**config.mk**
```make
export PLATFORM = sky130hd
export DESIGN_NAME = adc_spi_responder
export DESIGN_NICKNAME = d
export VERILOG_FILES = /design/src/rtl/adc_responder_pkg.sv /design/src/rtl/sync_edge_detect.sv /design/src/rtl/adc_spi_responder.sv
export SDC_FILE = /design/constraint.sdc
export NUM_CORES = 1
export LEC_CHECK = 0
export BUFFER_PORTS_ARGS = -buffer_cell sky130_fd_sc_hd__buf_2
export CORE_MARGIN = 2
export CORE_UTILIZATION = 35
export DETAILED_ROUTE_END_ITERATION = 7
export PLACE_DENSITY_LB_ADDON = 0.25
export SLEW_MARGIN = 25
export SYNTH_ARGS = -nofsm -noshare
export SYNTH_HDL_FRONTEND = slang
export SYNTH_HIERARCHICAL = 1
export SYNTH_SLANG_ARGS = --single-unit
```
**constraint.sdc**
```tcl
create_clock -name clk -period 5.84 [get_ports clk]
set_input_delay 1.168 -clock clk [delete_from_list [all_inputs] [get_ports clk]]
set_output_delay 1.168 -clock clk [all_outputs]
set_load 0.01 [all_outputs]
```
**src/rtl/adc_responder_pkg.sv**
```systemverilog
// Shared types and constants for the LTC2308 responder emulation.
// Latency: n/a (declarations only).
// Backpressure: n/a.
package adc_responder_pkg;

  // Frame sequencer states
  typedef enum logic [1:0] {
    ST_IDLE     = 2'd0,
    ST_CONV     = 2'd1,
    ST_WAIT_LOW = 2'd2,
    ST_SHIFT    = 2'd3
  } state_e;

  // Bit positions inside the config word, MSB first as shifted in on SDI
  localparam int CFG_SD  = 5;  // 1 = single-ended, 0 = differential
  localparam int CFG_OS  = 4;  // odd/sign, low bit of the channel index
  localparam int CFG_S1  = 3;
  localparam int CFG_S0  = 2;
  localparam int CFG_UNI = 1;  // 1 = unipolar, 0 = bipolar
  localparam int CFG_SLP = 0;  // sleep request, reported only

  // Config after reset: single-ended CH0, unipolar, awake
  localparam logic [5:0] CFG_RESET = 6'b100010;

  // Number of selectable channels
  localparam int NUM_CHAN = 8;

endpackage

```
**src/rtl/sync_edge_detect.sv**
```systemverilog
// Pin synchronizer with registered rise/fall pulses and an aligned level.
// Latency: pin change to pulse/level is STAGES+1 clk cycles.
// Backpressure: none; pulses are single-cycle and must be consumed when seen.
module sync_edge_detect #(
  parameter int STAGES = 2
) (
  input  logic clk,
  input  logic reset_n,
  input  logic pin_i,
  output logic level_o,
  output logic rise_o,
  output logic fall_o
);

  logic [STAGES-1:0] sync_q;
  logic              prev_q;
  logic              rise_q;
  logic              fall_q;

  // Metastability chain, then one flop of history to form edge pulses
  always_ff @(posedge clk or negedge reset_n) begin
    if (!reset_n) begin
      sync_q <= '0;
      prev_q <= 1'b0;
      rise_q <= 1'b0;
      fall_q <= 1'b0;
    end else begin
      sync_q <= (sync_q << 1) | STAGES'(pin_i);
      prev_q <= sync_q[STAGES-1];
      rise_q <= sync_q[STAGES-1] & ~prev_q;
      fall_q <= ~sync_q[STAGES-1] & prev_q;
    end
  end

  // prev_q updates on the same edge as the pulses, so level and events line up
  assign level_o = prev_q;
  assign rise_o  = rise_q;
  assign fall_o  = fall_q;

endmodule

```
**src/rtl/adc_spi_responder.sv**
```systemverilog
// Fabric-side LTC2308 emulator: answers CONVST/SCLK/SDI with results from loadable channel registers.
// Latency: SDO updates SYNC_STAGES+2 cycles after an SCLK fall; busy spans CONV_CYCLES cycles.
// Backpressure: none; the master must respect minimum SCLK/CONVST phase widths.
module adc_spi_responder
  import adc_responder_pkg::*;
#(
  parameter int DATA_W      = 12,
  parameter int CFG_W       = 6,
  parameter int SYNC_STAGES = 2,
  parameter int CONV_CYCLES = 160
) (
  input  logic              clk,
  input  logic              reset_n,
  input  logic              adc_convst,
  input  logic              adc_sclk,
  input  logic              adc_din,
  output logic              adc_dout,
  input  logic              chan_wr_en,
  input  logic [2:0]        chan_wr_sel,
  input  logic [DATA_W-1:0] chan_wr_data,
  output logic              busy,
  output logic              cfg_valid,
  output logic [CFG_W-1:0]  cfg_word
);

  localparam int CNT_W = $clog2(CONV_CYCLES + 1);
  localparam int RC_W  = $clog2(CFG_W + 1);

  // Synchronized pin views
  logic conv_level, conv_rise, conv_fall;
  logic sclk_level, sclk_rise, sclk_fall;
  logic din_level, din_rise, din_fall;

  // Sequencer state and registered outputs
  state_e              state_q;
  logic [CNT_W-1:0]    conv_cnt_q;
  logic [DATA_W-1:0]   data_q;
  logic                dout_q;
  logic                busy_q;
  logic [CFG_W-1:0]    cfg_sh_q;
  logic [RC_W-1:0]     rise_cnt_q;
  logic [CFG_W-1:0]    cfg_word_q;
  logic                cfg_valid_q;

  // Software-loaded conversion results
  logic [DATA_W-1:0]   chan_q [NUM_CHAN];

  // Sample that a CONVST rise would latch right now
  logic [2:0]          chan_sel;
  logic [DATA_W-1:0]   sample_d;

  logic                unused_edges;

  sync_edge_detect #(.STAGES(SYNC_STAGES)) u_sync_convst (
    .clk     (clk),
    .reset_n (reset_n),
    .pin_i   (adc_convst),
    .level_o (conv_level),
    .rise_o  (conv_rise),
    .fall_o  (conv_fall)
  );

  sync_edge_detect #(.STAGES(SYNC_STAGES)) u_sync_sclk (
    .clk     (clk),
    .reset_n (reset_n),
    .pin_i   (adc_sclk),
    .level_o (sclk_level),
    .rise_o  (sclk_rise),
    .fall_o  (sclk_fall)
  );

  sync_edge_detect #(.STAGES(SYNC_STAGES)) u_sync_din (
    .clk     (clk),
    .reset_n (reset_n),
    .pin_i   (adc_din),
    .level_o (din_level),
    .rise_o  (din_rise),
    .fall_o  (din_fall)
  );

  // SDI is only sampled as a level and SCLK only as edges
  assign unused_edges = din_rise | din_fall | sclk_level;

  // Channel registers; a write coinciding with a latch lands after the latch reads the old value
  always_ff @(posedge clk or negedge reset_n) begin
    if (!reset_n) begin
      for (int i = 0; i < NUM_CHAN; i++) begin
        chan_q[i] <= '0;
      end
    end else if (chan_wr_en) begin
      chan_q[chan_wr_sel] <= chan_wr_data;
    end
  end

  // Build the sample from the config captured in the previous frame
  always_comb begin
    chan_sel = {cfg_word_q[CFG_S1], cfg_word_q[CFG_S0], cfg_word_q[CFG_OS]};
    sample_d = '0;
    if (cfg_word_q[CFG_SD]) begin
      sample_d = chan_q[chan_sel];
    end
    // Bipolar: flipping the MSB re-centres offset binary into two's complement
    if (!cfg_word_q[CFG_UNI]) begin
      sample_d[DATA_W-1] = ~sample_d[DATA_W-1];
    end
  end

  // Frame sequencer: conversion timing, SDO shifting and SDI config capture
  always_ff @(posedge clk or negedge reset_n) begin
    if (!reset_n) begin
      state_q     <= ST_IDLE;
      conv_cnt_q  <= '0;
      data_q      <= '0;
      dout_q      <= 1'b0;
      busy_q      <= 1'b0;
      cfg_sh_q    <= '0;
      rise_cnt_q  <= '0;
      cfg_word_q  <= CFG_W'(CFG_RESET);
      cfg_valid_q <= 1'b0;
    end else begin
      cfg_valid_q <= 1'b0;
      case (state_q)
        ST_IDLE: begin
          dout_q <= 1'b0;
          busy_q <= 1'b0;
          if (conv_rise) begin
            data_q     <= sample_d;
            conv_cnt_q <= CNT_W'(CONV_CYCLES - 1);
            busy_q     <= 1'b1;
            state_q    <= ST_CONV;
          end
        end

        ST_CONV: begin
          dout_q <= 1'b0;
          if (conv_cnt_q == '0) begin
            busy_q <= 1'b0;
            if (!conv_level) begin
              // CONVST already back low: present the MSB straight away
              state_q    <= ST_SHIFT;
              dout_q     <= data_q[DATA_W-1];
              rise_cnt_q <= '0;
              cfg_sh_q   <= '0;
            end else begin
              state_q <= ST_WAIT_LOW;
            end
          end else begin
            conv_cnt_q <= conv_cnt_q - 1'b1;
          end
        end

        ST_WAIT_LOW: begin
          dout_q <= 1'b0;
          busy_q <= 1'b0;
          if (conv_fall) begin
            state_q    <= ST_SHIFT;
            dout_q     <= data_q[DATA_W-1];
            rise_cnt_q <= '0;
            cfg_sh_q   <= '0;
          end
        end

        ST_SHIFT: begin
          if (conv_rise) begin
            // New frame aborts any unfinished shifting; a partial config is dropped
            data_q     <= sample_d;
            conv_cnt_q <= CNT_W'(CONV_CYCLES - 1);
            busy_q     <= 1'b1;
            dout_q     <= 1'b0;
            state_q    <= ST_CONV;
          end else begin
            // Zero fill means SDO reads 0 once all result bits have gone
            if (sclk_fall) begin
              data_q <= data_q << 1;
              dout_q <= data_q[DATA_W-2];
            end
            if (sclk_rise && (rise_cnt_q < RC_W'(CFG_W))) begin
              cfg_sh_q   <= {cfg_sh_q[CFG_W-2:0], din_level};
              rise_cnt_q <= rise_cnt_q + 1'b1;
              if (rise_cnt_q == RC_W'(CFG_W - 1)) begin
                cfg_word_q  <= {cfg_sh_q[CFG_W-2:0], din_level};
                cfg_valid_q <= 1'b1;
              end
            end
          end
        end

        default: begin
          state_q <= ST_IDLE;
          dout_q  <= 1'b0;
          busy_q  <= 1'b0;
        end
      endcase
    end
  end

  assign adc_dout  = dout_q;
  assign busy      = busy_q;
  assign cfg_valid = cfg_valid_q;
  assign cfg_word  = cfg_word_q;

endmodule
```
==> metrics.md, run 1 <==
| Metric | Value |
|---|---|
| Skew final | `6.90 ps` |
| Num Clock Sinks | `148` |
| CP Data Required Time | `approximately 4700 ps` |
| Setup TNS | `0 ps` |
| Setup violators final | `0` |
| Startpoint types | `flip-flop` |
| Least-Margin Pin Slew | `987 ps` |
| Cell Pwr Density | `approximately 420 nW/µm²` |
| Chip Height | `around 140 µm` |
| Switching Share | `28.1%` |
| Global-route wire length before repair | `approximately 23 mm` |
| Syn Std Cell Area | `roughly 6700 µm²` |
| Number of max-cap violations | `0` |
| Vias in the first global route | `~4200` |
| Cells after Synth | `around 470` |
| Boundary pin count | `30` |
| Skew-Pair Late Insertion Delay | `between 400 and 500 ps` |
| Worst Min Path Start | `u_sync_din/sync_q[0]` |
| DRC Markers | `0` |
| Slew HR | `34.0%` |
| Hold WS | `approximately 350 ps` |
| Peak VDD IR | `between 0.15 and 0.2 mV` |
| Most common cell after layout, fill and taps aside | `dfrtp_1` |
| Crit Reg-Reg Startpoint | `conv_cnt_q[3]` |
| Critical path endpoint category | `output port` |
| Die width | `142 µm` |
| Reg power frac | `between 40% and 50%` |
| Mean Syn Cell Area | `about 14 µm²` |
| Max Clk Rate | `approximately 360 MHz` |
| Pint | `~2.3 mW` |
| Clock power frac | `34.0%` |
| DPL Wire Length | `around 8.6 mm` |
| RD Place Congestion | `between 0.7 and 0.8` |
| H-Tree Depth | `4` |
| Post-DP Area | `approximately 7100 µm²` |
| RSZ-0062 raised after global routing | `no` |
| Fin nets | `around 530` |
| CTS Buffer Depth | `2` |
| Fill cell count | `1736` |
| Worst-path clk slew | `approximately 60 ps` |
| Port Buf Inserts | `29` |
| Std-Cell Rows | `50` |
| Initial DRC count | `211` |
| Hold buffers post-CTS | `0` |
| P_leak | `3.26 nW` |
| CP Max Fanout | `16` |
| Antenna cells | `0` |
| CP Buf/Inv Count | `1` |
| Core box area | `roughly 19000 µm²` |
| Final Cell Area | `7720 µm²` |
| Status | `complete, no violations` |
| Die area | `a little over 20000 µm²` |
| Max Slew Vio Count | `0` |
| Clk root buf | `clkbuf_16` |
| Mapped Nets | `501` |
| DR pass1 iterations | `4` |
| Post-layout util | `41.3%` |
| CP max stage cell | `dfrtp_1` |
| Crit share post-route | `47.2%` |
| Cell family with the largest share of critical-path delay | `flip-flops` |
| Comb power frac | `roughly 24%` |
| Arr. time, crit path | `1590 ps` |
| Worst Setup SP | `cfg_word[3]` |
| Total power | `3.27 mW` |
| DR vias | `approximately 4000` |
| Initial Util | `a little over a third` |
| Post-cts gate resize count | `0` |
| Layout cells sized above 1 | `between 40 and 50%` |
| Crit-path max cell delay | `around 900 ps` |
| Final ANT Viol Nets | `0` |
| Most frequent cells in the layout | `dfrtp_1 (146), mux2_2 (113), buf_2 (28)` |
| Worst min path class | `reg -> reg` |
| Count of final hold-check violations | `0` |
| Vias per cell | `5.25` |
| Antenna violations before repair | `0` |
| WL per Instance | `between 15 and 20 µm` |
| Syn-to-layout area delta | `15.5%` |
| Ys Warns | `6` |
| Largest net degree at the start of global routing | `95` |
| Worst-path cell chain | `buf_2` |
| Grt total ovfl | `0` |
| Setup bufs post-CTS | `0` |
| Net Sw Power | `0.920 mW` |
| Flop-to-flop setup slack | `about 3200 ps` |
| CP Class | `reg -> out` |
| Final worst path period need | `roughly 2800 ps` |
| CTS tree | `done` |
| CTS buffer count | `17` |
| GR Util All Layers | `14.8%` |
| Drt total wl | `about 14 mm` |
[worst register-to-register path, delay by kind of cell, from the launching register on]
kind / cells / cell delay, ps
flops: 1 / 430
mux: 1 / 370
compound gates: 1 / 410
simple gates: 2 / 1330
[flip-flops by register name (all words and copies together) (netlist names), 2 cells and up]
register / cells
state_q: 2
rise_cnt_q: 3
cfg_sh_q: 5
u_sync_din/sync_q: 2
conv_cnt_q: 8
u_sync_convst/sync_q: 2
cfg_word: 6
data_q: 12
chan_q: 96
u_sync_sclk/sync_q: 2
[routing by layer]
metal / up-vias / part of all wire (%) / global-route usage [%] / wire (µm)
li1: 1824 / - / - / -
met1: 2047 / 45 / 18.7 / 6220
met5: - / 0 / 0 / 0
met2: 43 / 51 / 24.6 / 6960
met4: 0 / 1.2 / 4.74 / 167
met3: 20 / 2.9 / 4.10 / 395
[per-stage QoR]
step,instances,worst slack [ps]
3_3_place_gp,720,2970
4_1_cts,750,3020
5_1_grt,750,3010
2_1_floorplan,472,3340
3_5_place_dp,720,2900
6_report,750,3080
[final timing paths]
kind | cells after the start | endpoint
setup / recovery | 1 | cfg_word[3]
hold / removal | 0 | u_sync_din/sync_q[1]
setup reg to reg | 4 | rise_cnt_q[0]
hold reg to reg | 0 | u_sync_din/sync_q[1]
max in group asynchronous | 2 | chan_q[84]
min in group asynchronous | 1 | conv_cnt_q[0]
[area by class of cell]
cell class | instances | area (µm²) | area share (%)
Sequential cell | 148 | 3710 | 48.0
Multi-Input combinational cell | 286 | 2850 | 36.9
Clock buffer | 24 | 512 | 6.63
Tap cell | 234 | 293 | 3.79
Timing Repair Buffer | 38 | 219 | 2.84
Clock inverter | 6 | 92.6 | 1.20
Inverter | 14 | 52.6 | 0.681
[power by group through the flow]
stage          clock network, mW  logic, mW  registers, mW
5_1_grt                     1.18      0.870           1.40
4_1_cts                     1.13      0.806           1.37
3_3_place_gp                   0      0.782           1.37
6_report                    1.11      0.788           1.37
3_5_place_dp                   0      0.802           1.39
2_1_floorplan                  0      0.620           1.34
No activity file was read; power rests on OpenSTA's default activity.
==> run 2, diff against run 1 <==
==> constraint.sdc (replaced) <==
create_clock -name clk -period 2.85 [get_ports clk]
set_input_delay 0.57 -clock clk [delete_from_list [all_inputs] [get_ports clk]]
set_output_delay 0.57 -clock clk [all_outputs]
set_load 0.01 [all_outputs]
==> run 2 against run 1 <==
Cell count up 1.5%. Routed wire length grew 1.9%. Global-route usage grew 0.27 points. Die area did not move. Critical path depth increased by 3. Largest cell class unchanged. Largest power group unchanged. Highest routed layer is now met5.
==> metrics.md, run 2 (synthesis gave the netlist of run 1 again) <==
| Metric | Value |
|---|---|
| CP Max Fanout | `7 (-9)` |
| DR vias | `3990 (+1.4%)` |
| GR Util All Layers | `15.1% (+0.27 points)` |
| Setup TNS | `0 ps (unchanged)` |
| Worst min path class | `in -> async` |
| Crit-path max cell delay | `700 ps (-200 ps)` |
| DRC Markers | `0 (unchanged)` |
| CTS buffer count | `17 (unchanged)` |
| Post-layout util | `41.9% (+0.60 points)` |
| Most common cell after layout, fill and taps aside | `dfrtp_1` |
| Most frequent cells in the layout | `dfrtp_1 (146), mux2_2 (113), buf_2 (28)` |
| Port Buf Inserts | `29 (unchanged)` |
| Largest Register | `chan_q` |
| Core box area | `18700 µm² (unchanged)` |
| Setup violators final | `0 (unchanged)` |
| CTS tree | `done` |
| Hold buffers post-CTS | `0 (unchanged)` |
| RSZ-0062 raised after global routing | `no` |
| Vias per cell | `5.24 (about the same)` |
| Hold WS | `125 ps (-223 ps)` |
| H-Tree Depth | `4 (unchanged)` |
| CP max stage cell | `or4_1` |
| Setup bufs post-CTS | `0 (unchanged)` |
| Antenna cells | `0 (unchanged)` |
| Startpoint types | `flip-flop` |
| Skew-Pair Late Insertion Delay | `420 ps (about the same)` |
| Flop-to-flop setup slack | `290 ps (-2900 ps)` |
| Worst-path cell chain | `or4_4 > o41a_1 > or4_1 > mux2_4` |
| Die width | `142 µm (unchanged)` |
| Least-Margin Pin Slew | `733 ps (-255 ps)` |
| Drt total wl | `14.0 mm (+1.9%)` |
| Die area | `20200 µm² (unchanged)` |
| Final Cell Area | `7830 µm² (+1.5%)` |
| Critical path endpoint category | `flip-flop` |
| Biggest registers after layout | `chan_q x96, data_q x12, conv_cnt_q x8` |
| Global-route wire length before repair | `23.0 mm (+1.6%)` |
| Vias in the first global route | `4266 (+2.4%)` |
| Num Clock Sinks | `148 (unchanged)` |
| Slew HR | `50.5% (+16 points)` |
| Cell family with the largest share of critical-path delay | `simple AND/OR/NAND/NOR gates` |
| Clk root buf | `clkbuf_16` |
| CP Data Required Time | `3150 ps (-1520 ps)` |
| Skew final | `8.65 ps (+1.74 ps)` |
| Crit share post-route | `89.8%` |
| Antenna violations before repair | `1 (+1)` |
| Initial Util | `35.7% (unchanged)` |
| RD Place Congestion | `0.760 (+1.8%)` |
| Std-Cell Rows | `50 (unchanged)` |
| DR pass1 iterations | `5 (+1)` |
| Largest net degree at the start of global routing | `69 (-27%)` |
| Chip Height | `142 µm (unchanged)` |
| Number of max-cap violations | `0 (unchanged)` |
| P_leak | `3.32 nW (+1.8%)` |
| Final ANT Viol Nets | `0 (unchanged)` |
| Max Clk Rate | `around 400 MHz` |
| Worst R2R End | `rise_cnt_q[0]` |
| CP Buf/Inv Count | `0 (-1)` |
| Peak VDD IR | `0.483 mV (+140%)` |
| Boundary pin count | `30 (unchanged)` |
| Initial DRC count | `129 (-39%)` |
| Final worst path period need | `between 2000 and 3000 ps` |
| Max Slew Vio Count | `0 (unchanged)` |
| Syn-to-layout area delta | `17.2%` |
| CP Class | `reg -> reg` |
| Largest register FFs | `96 (unchanged)` |
| Count of final hold-check violations | `0 (unchanged)` |
| DPL Wire Length | `8.93 mm (+4.0%)` |
| CTS Buffer Depth | `2 (unchanged)` |
| Status | `complete, no violations` |
| Crit Reg-Reg Startpoint | `conv_cnt_q[3]` |
| Fill cell count | `1729 (-0.40%)` |
| Reg2Reg Depth | `4 (unchanged)` |
| WL per Instance | `18.4 µm (+0.38%)` |
| Post-DP Area | `7210 µm² (+1.3%)` |
| Post-cts gate resize count | `0 (unchanged)` |
| Cell Pwr Density | `872 nW/µm² (+110%)` |
| Arr. time, crit path | `2860 ps (+1270 ps)` |
| Total power | `6.83 mW (+110%)` |
| Layout cells sized above 1 | `43.3% (+1.2 points)` |
| Worst-path clk slew | `60 ps (about the same)` |
| Grt total ovfl | `0 (unchanged)` |
| Fin nets | `545 (+2.1%)` |
## run 2: cell types whose count changed in the layout (fill, tap and decap cells not counted), sizes merged
| cell | before | now |
|---|---|---|
| buf | 38 | 49 |
| clkbuf | 24 | 19 |
| clkinv | 1 | 4 |
| bufinv | 2 | 4 |
## run 2: power by group
part / leakage (nW) / switching, mW / internal [mW] / total (mW)
Clock: 0.296 / 0.877 / 1.49 / 2.36
Combinational: 1.23 / 0.784 / 0.883 / 1.67
Sequential: 1.80 / 0.260 / 2.54 / 2.80
Total: 3.32 / 1.92 / 4.91 / 6.83
## run 2: worst reg2reg max path: stages, from the launching register on
cell and delay, ps:
dfrtp_1 430, or4_4 560, o41a_1 400, or4_1 700
mux2_4 350
## run 2: worst max-delay path by stage
stage                         end           from  cells past startpoint  slack [ps]
floorplan           rise_cnt_q[0]  conv_cnt_q[3]                      5         450
global placement    rise_cnt_q[0]  conv_cnt_q[3]                      4         350
detailed placement  rise_cnt_q[0]  conv_cnt_q[3]                      4         310
CTS                   cfg_sh_q[3]  conv_cnt_q[3]                      5         280
global route          cfg_sh_q[3]  conv_cnt_q[3]                      5         200
finish              rise_cnt_q[0]  conv_cnt_q[3]                      4         290
## run 2: final cells by class
cell class | count | area (µm²) | area share (%)
clock buffers | 19 | 443 | 5.65
repair buffers | 49 | 314 | 4.01
clock inverters | 11 | 179 | 2.28
well taps | 234 | 293 | 3.74
multi-input cells | 286 | 2850 | 36.3
flip-flops and latches | 148 | 3710 | 47.3
inverters | 14 | 52.6 | 0.671
## run 2: metal layers
layer | vias up | share of wire [%] | track usage, %
met4 | 2 | 1.6 | 5.16
met5 | - | 0.086 | 0
met3 | 21 | 2.8 | 3.90
met1 | 2078 | 45 | 19.0
li1 | 1834 | - | -
met2 | 55 | 50 | 25.2
## run 2: per-stage QoR
| step | setup slack, ps | instances |
|---|---|---|
| after floorplan | 449 | 472 |
| after global placement | 349 | 731 |
| after detailed placement | 306 | 731 |
| after CTS | 278 | 761 |
| after global routing | 203 | 761 |
| final | 290 | 761 |
==> run 3, diff against run 2 <==
--- a/config.mk
+++ b/config.mk
@@ -7,8 +7,9 @@
 export LEC_CHECK = 0
 export BUFFER_PORTS_ARGS = -buffer_cell sky130_fd_sc_hd__buf_2
 export CORE_MARGIN = 2
-export CORE_UTILIZATION = 35
+export CORE_UTILIZATION = 60
 export DETAILED_ROUTE_END_ITERATION = 7
+export GPL_ROUTABILITY_DRIVEN = 0
 export PLACE_DENSITY_LB_ADDON = 0.25
 export SLEW_MARGIN = 25
 export SYNTH_ARGS = -nofsm -noshare
==> run 3 against run 2 <==
Die area fell by 41%. Global-route usage rose by 11 points. Combinational power is essentially flat. Core utilization up 30 points. Via count is 2.4% higher. Power up 1.9%. Non-clock buffer count did not move. Routed wire length shrank 3.2%. Clock-buffer cell count up 2. Largest cell class unchanged.
==> metrics.md, run 3 (synthesis gave the netlist of run 1 again) <==
| Metric | Value |
|---|---|
| Status | `complete, no violations` |
| Biggest registers after layout | `chan_q x96, data_q x12, conv_cnt_q x8` |
| Global-route wire length before repair | `22.6 mm (-1.6%)` |
| Core box area | `10800 µm² (-42%)` |
| Layout cells sized above 1 | `43.5% (+0.21 points)` |
| Largest register FFs | `96 (unchanged)` |
| Die width | `110 µm (-23%)` |
| Count of final hold-check violations | `0 (unchanged)` |
| Cell Pwr Density | `896 nW/µm² (+2.8%)` |
| Worst-path clk slew | `60 ps (about the same)` |
| CTS tree | `done` |
| Setup TNS | `0 ps (unchanged)` |
| Largest Register | `chan_q` |
| Post-cts gate resize count | `0 (unchanged)` |
| CP Buf/Inv Count | `1 (+1)` |
| Crit share post-route | `90.7% (+0.89 points)` |
| Skew-Pair Late Insertion Delay | `540 ps (+120 ps)` |
| Max Clk Rate | `387 MHz (-0.98%)` |
| Vias per cell | `6.11 (+16%)` |
| CP Max Fanout | `7 (unchanged)` |
| Worst min path class | `in -> async` |
| DR pass1 iterations | `4 (-1)` |
| Skew final | `10.6 ps (+2.00 ps)` |
| Peak VDD IR | `0.586 mV (+21%)` |
| CP Data Required Time | `3290 ps (+140 ps)` |
| Initial DRC count | `332 (+160%)` |
| H-Tree Depth | `4 (unchanged)` |
| Slew HR | `51.1% (+0.62 points)` |
| Vias in the first global route | `4382 (+2.7%)` |
| Startpoint types | `flip-flop` |
| Most frequent cells in the layout | `dfrtp_1 (146), mux2_2 (113), buf_2 (28)` |
| Port Buf Inserts | `29 (unchanged)` |
| DR vias | `4085 (+2.4%)` |
| Critical path endpoint category | `flip-flop` |
| Clk root buf | `clkbuf_8` |
| Fin nets | `545 (unchanged)` |
| CP max stage cell | `or4_1` |
| DRC Markers | `0 (unchanged)` |
| CP Class | `reg -> reg` |
| Most common cell after layout, fill and taps aside | `dfrtp_1` |
| CTS buffer count | `17 (unchanged)` |
| Drt total wl | `13.6 mm (-3.2%)` |
| Arr. time, crit path | `3030 ps (+170 ps)` |
| Die area | `12000 µm² (-41%)` |
| Least-Margin Pin Slew | `732 ps (-0.890 ps)` |
| Antenna cells | `0 (unchanged)` |
| Boundary pin count | `30 (unchanged)` |
| GR Util All Layers | `25.9% (+11 points)` |
| Grt total ovfl | `0 (unchanged)` |
| DPL Wire Length | `8.58 mm (-3.8%)` |
| WL per Instance | `20.3 µm (+10%)` |
| Cell family with the largest share of critical-path delay | `simple AND/OR/NAND/NOR gates` |
| Placed Cells | `637 (-13%)` |
| Chip Height | `110 µm (-23%)` |
| Largest net degree at the start of global routing | `64 (-7.2%)` |
| Post-route insts no fill | `669 (-12%)` |
| Final ANT Viol Nets | `0 (unchanged)` |
| Number of max-cap violations | `0 (unchanged)` |
| CTS Buffer Depth | `2 (unchanged)` |
| Final worst path period need | `2590 ps (+25.5 ps)` |
| P_leak | `3.36 nW (+0.95%)` |
| Max Slew Vio Count | `0 (unchanged)` |
| Num Clock Sinks | `148 (unchanged)` |
| Std-Cell Rows | `38 (-24%)` |
| Syn-to-layout area delta | `16.1%` |
| Setup violators final | `0 (unchanged)` |
| Worst-path cell chain | `or4_4 > o41a_1 > or4_1 > buf_4 > o31ai_1` |
| Initial Util | `61.6% (+26 points)` |
| Antenna violations before repair | `0 (-1)` |
| Setup bufs post-CTS | `0 (unchanged)` |
| RSZ-0062 raised after global routing | `no` |
| Flop-to-flop setup slack | `260 ps (-30 ps)` |
| Crit-path max cell delay | `680 ps (-20 ps)` |
| Hold buffers post-CTS | `0 (unchanged)` |
run 3: through the flow:
stage	hold slack (ps)	instance area [µm²]	util [%]	worst slack, ps	power [mW]
finish	35.2	7760	71.6	265	6.96
global route	53.3	7760	71.6	164	7.31
CTS	30.6	7760	71.6	261	7.01
detailed placement	336	7110	65.5	311	4.52
global placement	331	7110	65.5	374	4.40
floorplan	274	6680	-	449	4.02
run 3: final cells by class:
class                           count  area, µm²
Sequential cell                   148       3710
Fill cell                         712       3080
Multi-Input combinational cell    286       2850
Clock buffer                       21        459
Timing Repair Buffer               49        327
Clock inverter                     11        195
Tap cell                          140        175
Inverter                           14       52.6
run 3: where the power goes:
group / total (mW) / internal [mW] / switching, mW
Clock: 2.45 / 1.59 / 0.862
Sequential: 2.81 / 2.54 / 0.272
Combinational: 1.70 / 0.886 / 0.810
Total: 6.96 / 5.01 / 1.94
run 3: worst paths after layout:
| kind | depth (start not counted) | endpoint | startpoint |
|---|---|---|---|
| min in group clk | 1 | u_sync_convst/sync_q[0] | adc_convst |
| max in group asynchronous | 2 | cfg_word[5] | reset_n |
| setup reg to reg | 5 | cfg_sh_q[4] | conv_cnt_q[3] |
| setup / recovery | 5 | cfg_sh_q[4] | conv_cnt_q[3] |
| hold / removal | 1 | chan_q[37] | reset_n |
| hold reg to reg | 0 | u_sync_din/sync_q[1] | u_sync_din/sync_q[0] |
run 3: worst reg2reg max path: cells and delay by family, from the launching register on:
kind / cells / cell delay (ps)
AND/OR/NAND/NOR: 2 / 1240
buffers and inverters: 1 / 220
AO/OA/AOI/OAI: 2 / 600
flip-flops: 1 / 430
run 3: layer usage:
layer / GRT usage [%] / up-vias / wire, µm
li1: - / 1854 / -
met1: 34.3 / 2133 / 6120
met2: 40.9 / 76 / 6710
met3: 7.47 / 22 / 478
met4: 10.1 / 0 / 242
met5: 0 / - / 0
